`config.mk`:
```
export PLATFORM = sky130hd
export DESIGN_NAME = prog_counter
export DESIGN_NICKNAME = d
export VERILOG_FILES = /design/src/rtl/prog_counter_pkg.sv /design/src/rtl/prog_counter_step.sv /design/src/rtl/prog_counter.sv
export SDC_FILE = /design/constraint.sdc
export NUM_CORES = 1
export LEC_CHECK = 0
export CAP_MARGIN = 30
export CORE_MARGIN = 2
export CORE_UTILIZATION = 51
export DETAILED_ROUTE_END_ITERATION = 10
export PLACE_DENSITY = 0.87
export SETUP_SLACK_MARGIN = 0.5
export SLEW_MARGIN = 20
export SYNTH_ARGS = -nofsm -noshare
export SYNTH_HDL_FRONTEND = slang
export SYNTH_SLANG_ARGS = --single-unit
```
`constraint.sdc`:
```
create_clock -name clk -period 4.5 [get_ports clk]
set_clock_uncertainty 0.1 [all_clocks]
set_input_delay 0.9 -clock clk [delete_from_list [all_inputs] [get_ports clk]]
set_output_delay 0.9 -clock clk [all_outputs]
set_load 0.005 [all_outputs]
```
`src/rtl/prog_counter_pkg.sv`:
```
// prog_counter_pkg
// Shared types and constants for the programmable modulo counter.
//   state_e : counter mode FSM states (IDLE, RUN, DONE)
// Optional feature macro used by the counter files: PROG_COUNTER_UPDOWN_EN.
package prog_counter_pkg;

    localparam int STATE_W = 2;

    localparam logic [STATE_W-1:0] ST_IDLE_ENC = 2'd0;
    localparam logic [STATE_W-1:0] ST_RUN_ENC  = 2'd1;
    localparam logic [STATE_W-1:0] ST_DONE_ENC = 2'd2;

    typedef enum logic [STATE_W-1:0] {
        ST_IDLE = ST_IDLE_ENC,
        ST_RUN  = ST_RUN_ENC,
        ST_DONE = ST_DONE_ENC
    } state_e;

endpackage

```
`src/rtl/prog_counter_step.sv`:
```
// prog_counter_step
// Purely combinational next-count and wrap computation for one counter.
//   q      in  W  current count
//   term   in  W  terminal value (modulus - 1, W-bit wrap)
//   up     in  1  direction, 1 = up (ignored unless PROG_COUNTER_UPDOWN_EN)
//   q_next out W  count after one step
//   wrap   out 1  this step wraps
// Macro: PROG_COUNTER_UPDOWN_EN enables the down-count path.
module prog_counter_step #(
    parameter int W = 8
) (
    input  logic [W-1:0] q,
    input  logic [W-1:0] term,
    input  logic         up,
    output logic [W-1:0] q_next,
    output logic         wrap
);

`ifdef PROG_COUNTER_UPDOWN_EN
    always_comb begin
        q_next = q + W'(1);
        wrap   = 1'b0;
        if (up) begin
            // q above term (after a shrinking mod_wr or a load) wraps too
            if (q >= term) begin
                q_next = '0;
                wrap   = 1'b1;
            end
        end else begin
            if (q == '0 || q > term) begin
                q_next = term;
                wrap   = 1'b1;
            end else begin
                q_next = q - W'(1);
            end
        end
    end
`else
    logic unused_up;
    assign unused_up = up;

    always_comb begin
        q_next = q + W'(1);
        wrap   = 1'b0;
        if (q >= term) begin
            q_next = '0;
            wrap   = 1'b1;
        end
    end
`endif

endmodule

```
`src/rtl/prog_counter.sv`:
```
// prog_counter
// Runtime-programmable modulo counter with periodic / one-shot modes.
//   clk, reset      clock, asynchronous active-high reset
//   en              count enable (one step per cycle in RUN)
//   up              direction (only with PROG_COUNTER_UPDOWN_EN)
//   load, load_val  synchronous load of q
//   mod_wr, mod_val write modulus register (0 encodes 2^W)
//   oneshot         1 = stop in DONE after a wrap
//   start, stop     mode control
//   q               current count
//   max_tick        wrap happens at the coming edge (combinational)
//   busy            state == RUN (registered)
//   done            one-shot completed (registered)
// Macro: PROG_COUNTER_UPDOWN_EN enables down counting.
module prog_counter
    import prog_counter_pkg::*;
#(
    parameter int W          = 8,
    parameter int M_DEFAULT  = 10,
    parameter bit AUTO_START = 1'b1
) (
    input  logic         clk,
    input  logic         reset,
    input  logic         en,
    input  logic         up,
    input  logic         load,
    input  logic [W-1:0] load_val,
    input  logic         mod_wr,
    input  logic [W-1:0] mod_val,
    input  logic         oneshot,
    input  logic         start,
    input  logic         stop,
    output logic [W-1:0] q,
    output logic         max_tick,
    output logic         busy,
    output logic         done
);

    // M_DEFAULT = 2^W truncates to 0, which is exactly the 2^W encoding
    localparam logic [W-1:0] M_RST    = W'(M_DEFAULT);
    localparam state_e       ST_RESET = AUTO_START ? ST_RUN : ST_IDLE;

    state_e         state;
    logic [W-1:0]   m_reg;
    logic [W-1:0]   term;
    logic [W-1:0]   q_next;
    logic [W-1:0]   restart_q;
    logic           wrap;
    logic           step_ok;

    assign term = m_reg - W'(1);

    prog_counter_step #(.W(W)) u_step (
        .q      (q),
        .term   (term),
        .up     (up),
        .q_next (q_next),
        .wrap   (wrap)
    );

`ifdef PROG_COUNTER_UPDOWN_EN
    assign restart_q = up ? '0 : term;
`else
    assign restart_q = '0;
`endif

    // load and stop both pre-empt the count step
    assign step_ok  = (state == ST_RUN) && en && !load && !stop;
    assign max_tick = !reset && step_ok && wrap;

    always_ff @(posedge clk or posedge reset) begin
        if (reset) begin
            q     <= '0;
            m_reg <= M_RST;
            state <= ST_RESET;
            busy  <= AUTO_START;
            done  <= 1'b0;
        end else begin
            // the step below still sees the old term this cycle
            if (mod_wr)
                m_reg <= mod_val;

            if (load) begin
                q <= load_val;
            end else if (stop) begin
                if (state == ST_RUN) begin
                    state <= ST_IDLE;
                    busy  <= 1'b0;
                end
            end else if (start && state != ST_RUN) begin
                if (state == ST_DONE) begin
                    q    <= restart_q;
                    done <= 1'b0;
                end
                state <= ST_RUN;
                busy  <= 1'b1;
            end else if (step_ok) begin
                q <= q_next;
                if (wrap && oneshot) begin
                    state <= ST_DONE;
                    busy  <= 1'b0;
                    done  <= 1'b1;
                end
            end
        end
    end

endmodule

```
==> results.txt <==
----------------------------------------------------
[Status]
  Status ... finished clean

[Worst setup path]
  Most numerous cell on the critical path ... ha_1
  Critical path startpoint category ... flop
  Register-to-register path setup slack ... 1.75 ns
  Worst Setup EP ... max_tick
  Slowest stage cell on the critical path ... a2111oi_2
  Worst-path cell chain ... inv_1, ha_1, ha_1, a2111oi_2, o21ai_4, and3_1, dlymetal6s2s_1
  Type of element capturing the critical path ... primary output
  Worst Setup Path Type ... flop to primary output
  Critical register-to-register path startpoint ... m_reg[1]
  Largest stage delay on the critical path ... 0.59 ns
  Maximum net fanout on the critical path ... 3
  R2r endpoint ... q[1]
  Required time of the critical path ... 3.50 ns
  Crit path DAT ... 2.53 ns
  CP Launch Point ... m_reg[1]
  Register-to-Register Path Depth ... 10

[Floorplan]
  Height of the die ... 54.49 µm
  Count of pins on the block boundary ... 36
  Total number of placement rows ... 18
  Initial cell density of the core ... 0.5296
  Core box area ... 0.002455 mm²
  Horizontal extent of the die ... 54.49 µm
  Die Area ... 0.002969 mm²

[Synth]
  Most used flip-flop cell after synthesis ... dfrtp_1
  Top cells by area in the synthesized netlist ... dfrtp_1 31%, ha_1 9.6%, dfstp_2 6.1%
  Synthesized Nets ... 178
  Synth top area share ... 0.3080
  Adder-cell area share of the yosys netlist ... 0.09625
  Post-synthesis sequential element count ... 19
  Ys Warns ... 0
  Fraction of the mapped netlist area in simple logic gates ... 0.2435
  Share of async-settable or async-resettable flops after synthesis ... 1.000
  Cell accounting for the most synthesized area ... dfrtp_1
  Number of enable flip-flop cells after synthesis ... 0
  Instance count of the mapped netlist ... 143
  Top cells by count, synth ... 21 x nand2_1, 16 x dfrtp_1, 10 x ha_1, 10 x nor2_1, 8 x inv_1
  Count of different cell masters after synthesis ... 41
  Sequential share of the synthesized area ... 0.3686
  Post-Syn Area ... 0.001300 mm²
  Mux cell area share after synthesis ... 0.05967
  Xor/xnor share of the synthesized area ... 0.04042
  Most common cell in the synthesized netlist ... nand2_1
  Share of the synthesized area in compound gates (AO/OA/AOI/OAI) ... 0.1511
  Main combinational cell family by area after synthesis ... simple AND/OR/NAND/NOR gates
  Syn_area_per_cell ... 9.091 µm²

[Timing]
  Max Clock Freq ... 283.6 MHz
  Setup Viol. Count Final ... 0
  Unrepaired setup endpoints after global routing ... false
  Shortest clock period the worst path allows after layout ... 3.526 ns
  Tightest slew margin relative to the limit ... 0.5743
  Measured slew at the worst slew-check pin ... 0.6374 ns
  Worst setup margin ... 0.9745 ns
  Number of max-slew violations in the final report ... 0
  Setup TNS ... 0 ns
  Final cycle utilization of the critical path ... 0.7835
  Number of hold violations in the final report ... 0

[Routing]
  First DRT Iteration DRCs ... 23
  Average wire length per cell after detail routing ... 16.10 µm
  Number of antenna-violating nets in the routed design ... 0
  Overall via count from detail_route ... 1,257
  Wire length after detailed routing ... 3.430 mm
  Count of unresolved DRC violations after routing ... 0
  Detailed-router iteration count before antenna repair ... 4
  Average via count per standard cell ... 5.901

[Power and ir drop]
  Internal power ... 0.4154 mW
  Pleak ... 0.7471 nW
  Flop pwr share ... 0.408
  Max VDD drop ... 0.2646 mV
  Switching share of total power ... 0.3834
  Share of total power in the clock network ... 0.134
  Power spent charging and discharging nets ... 0.2583 mW
  Power per Cell Area ... 380.0 mW/mm²
  Share of power burned in combinational logic ... 0.458

[Clocking]
  Clock sink count ... 19
  Number of H-tree levels ... 1
  Root buffer selected by CTS ... clkbuf_4
  Number of buffers created by CTS ... 3
  CTS tree ... done
  Clock slew at the register clock pins of the worst setup and hold paths ... 0.10 ns
  Skew-Pair Late Insertion Delay ... 0.31 ns
  Longest Clk Path Bufs ... 2

[Placement]
  RePlAce Congestion ... 0.7863
  Post-DP HPWL ... 2.484 mm
  Buffers on Ports ... 34
  Worst slack after detailed placement ... 0.5561 ns

[Finish]
  Final layout net count ... 219
  Number of diodes ... 0
  Fraction of layout instances using a drive strength above 1 ... 0.1530
  Synth-to-Final Area Change ... 36.38%

[Global route]
  First-pass GRT wire length ... 5.285 mm
  Pin count of the biggest net entering global routing ... 24
  Number of antenna violations at the first check in global routing ... 0
  Total global routing overflow ... 0
  Overall global routing resource usage ... 0.2540
  Number of global-route vias before repair ... 1,213

[Hold path]
  Hold WC Path Type ... flop to flop

[Job]
  Max-cap violations ... 0

----------------------------------------------------
-- power groups by stage --
stage          registers, mW  logic, mW  clock network, mW
2_1_floorplan          0.261      0.161                  0
3_3_place_gp           0.268      0.258                  0
3_5_place_dp           0.273      0.276                  0
4_1_cts                0.270      0.292             0.0926
5_1_grt                0.280      0.337              0.101
6_report               0.275      0.309             0.0903
-- repair_timing --
action                                  CTS  global route
pin swaps                                 0             5
gates resized for setup                   6             5
endpoints found under the setup margin    1             1
setup buffers                             0             4
hold buffers                              0             0
-- worst min path at each step --
stage | endpoint | slack (ns) | cells after the start | from
finish | m_reg[7] | 0.44 | 1 | m_reg[7]
global route | m_reg[7] | 0.47 | 1 | m_reg[7]
floorplan | m_reg[1] | 0.39 | 2 | m_reg[1]
detailed placement | m_reg[7] | 0.42 | 1 | m_reg[7]
CTS | m_reg[7] | 0.45 | 1 | m_reg[7]
global placement | m_reg[1] | 0.41 | 2 | m_reg[1]
-- critical path: cells and delay by family, from the launching register on --
family,cells,cell delay [ns]
buffers and inverters,2,0.20
flip-flops,1,0.55
AND/OR/NAND/NOR,1,0.19
AO/OA/AOI/OAI,2,0.69
adder cells (fa/ha/maj),2,0.58
-- per-layer routing --
layer | GRT usage | part of all wire
met4 | 0.1583 | 0.038
met2 | 0.4297 | 0.49
met3 | 0.04098 | 0.050
met1 | 0.2979 | 0.42
met5 | 0 | 0
-- area by class of cell --
type	instances	area, µm²
multi-input combinational	112	809.5
inverter	8	30.03
fill	178	681.9
timing repair buffer	40	387.9
sequential	19	481.7
clock buffer	4	26.28
tap	30	37.54
-- cell families after synthesis --
logic type               after synthesis
AO/OA/AOI/OAI                         28
XOR/XNOR                               6
adder cells (fa/ha/maj)               10
buffers and inverters                 12
flip-flops                            19
multiplexers                           7
AND/OR/NAND/NOR                       61
-- cells in the final DEF, fill, tap and decap left out, types with 4 or more instances in the layout --
master,netlist,layout
buf_4,0,6
nand3_1,6,6
ha_1,10,9
nand3b_1,6,6
nor2_1,10,10
dfrtp_1,16,14
mux2_2,6,6
a21oi_1,6,6
clkdlybuf4s50_1,0,33
a31oi_1,4,4
nand2_1,21,21
o21ai_0,4,4
nand4_1,5,5
inv_1,8,8
-- metrics by stage --
step	power, mW	hold slack (ns)	instance area (µm²)	std cells	utilization
floorplan	0.4217	0.3871	1300	143	-
global placement	0.5261	0.4097	1670	205	0.6804
detailed placement	0.5482	0.4224	1670	205	0.6804
CTS	0.6555	0.4492	1727	209	0.7034
global route	0.7190	0.4743	1773	213	0.7222
finish	0.6737	0.4441	1773	213	0.7222
No activity file was read; power rests on OpenSTA's default activity.
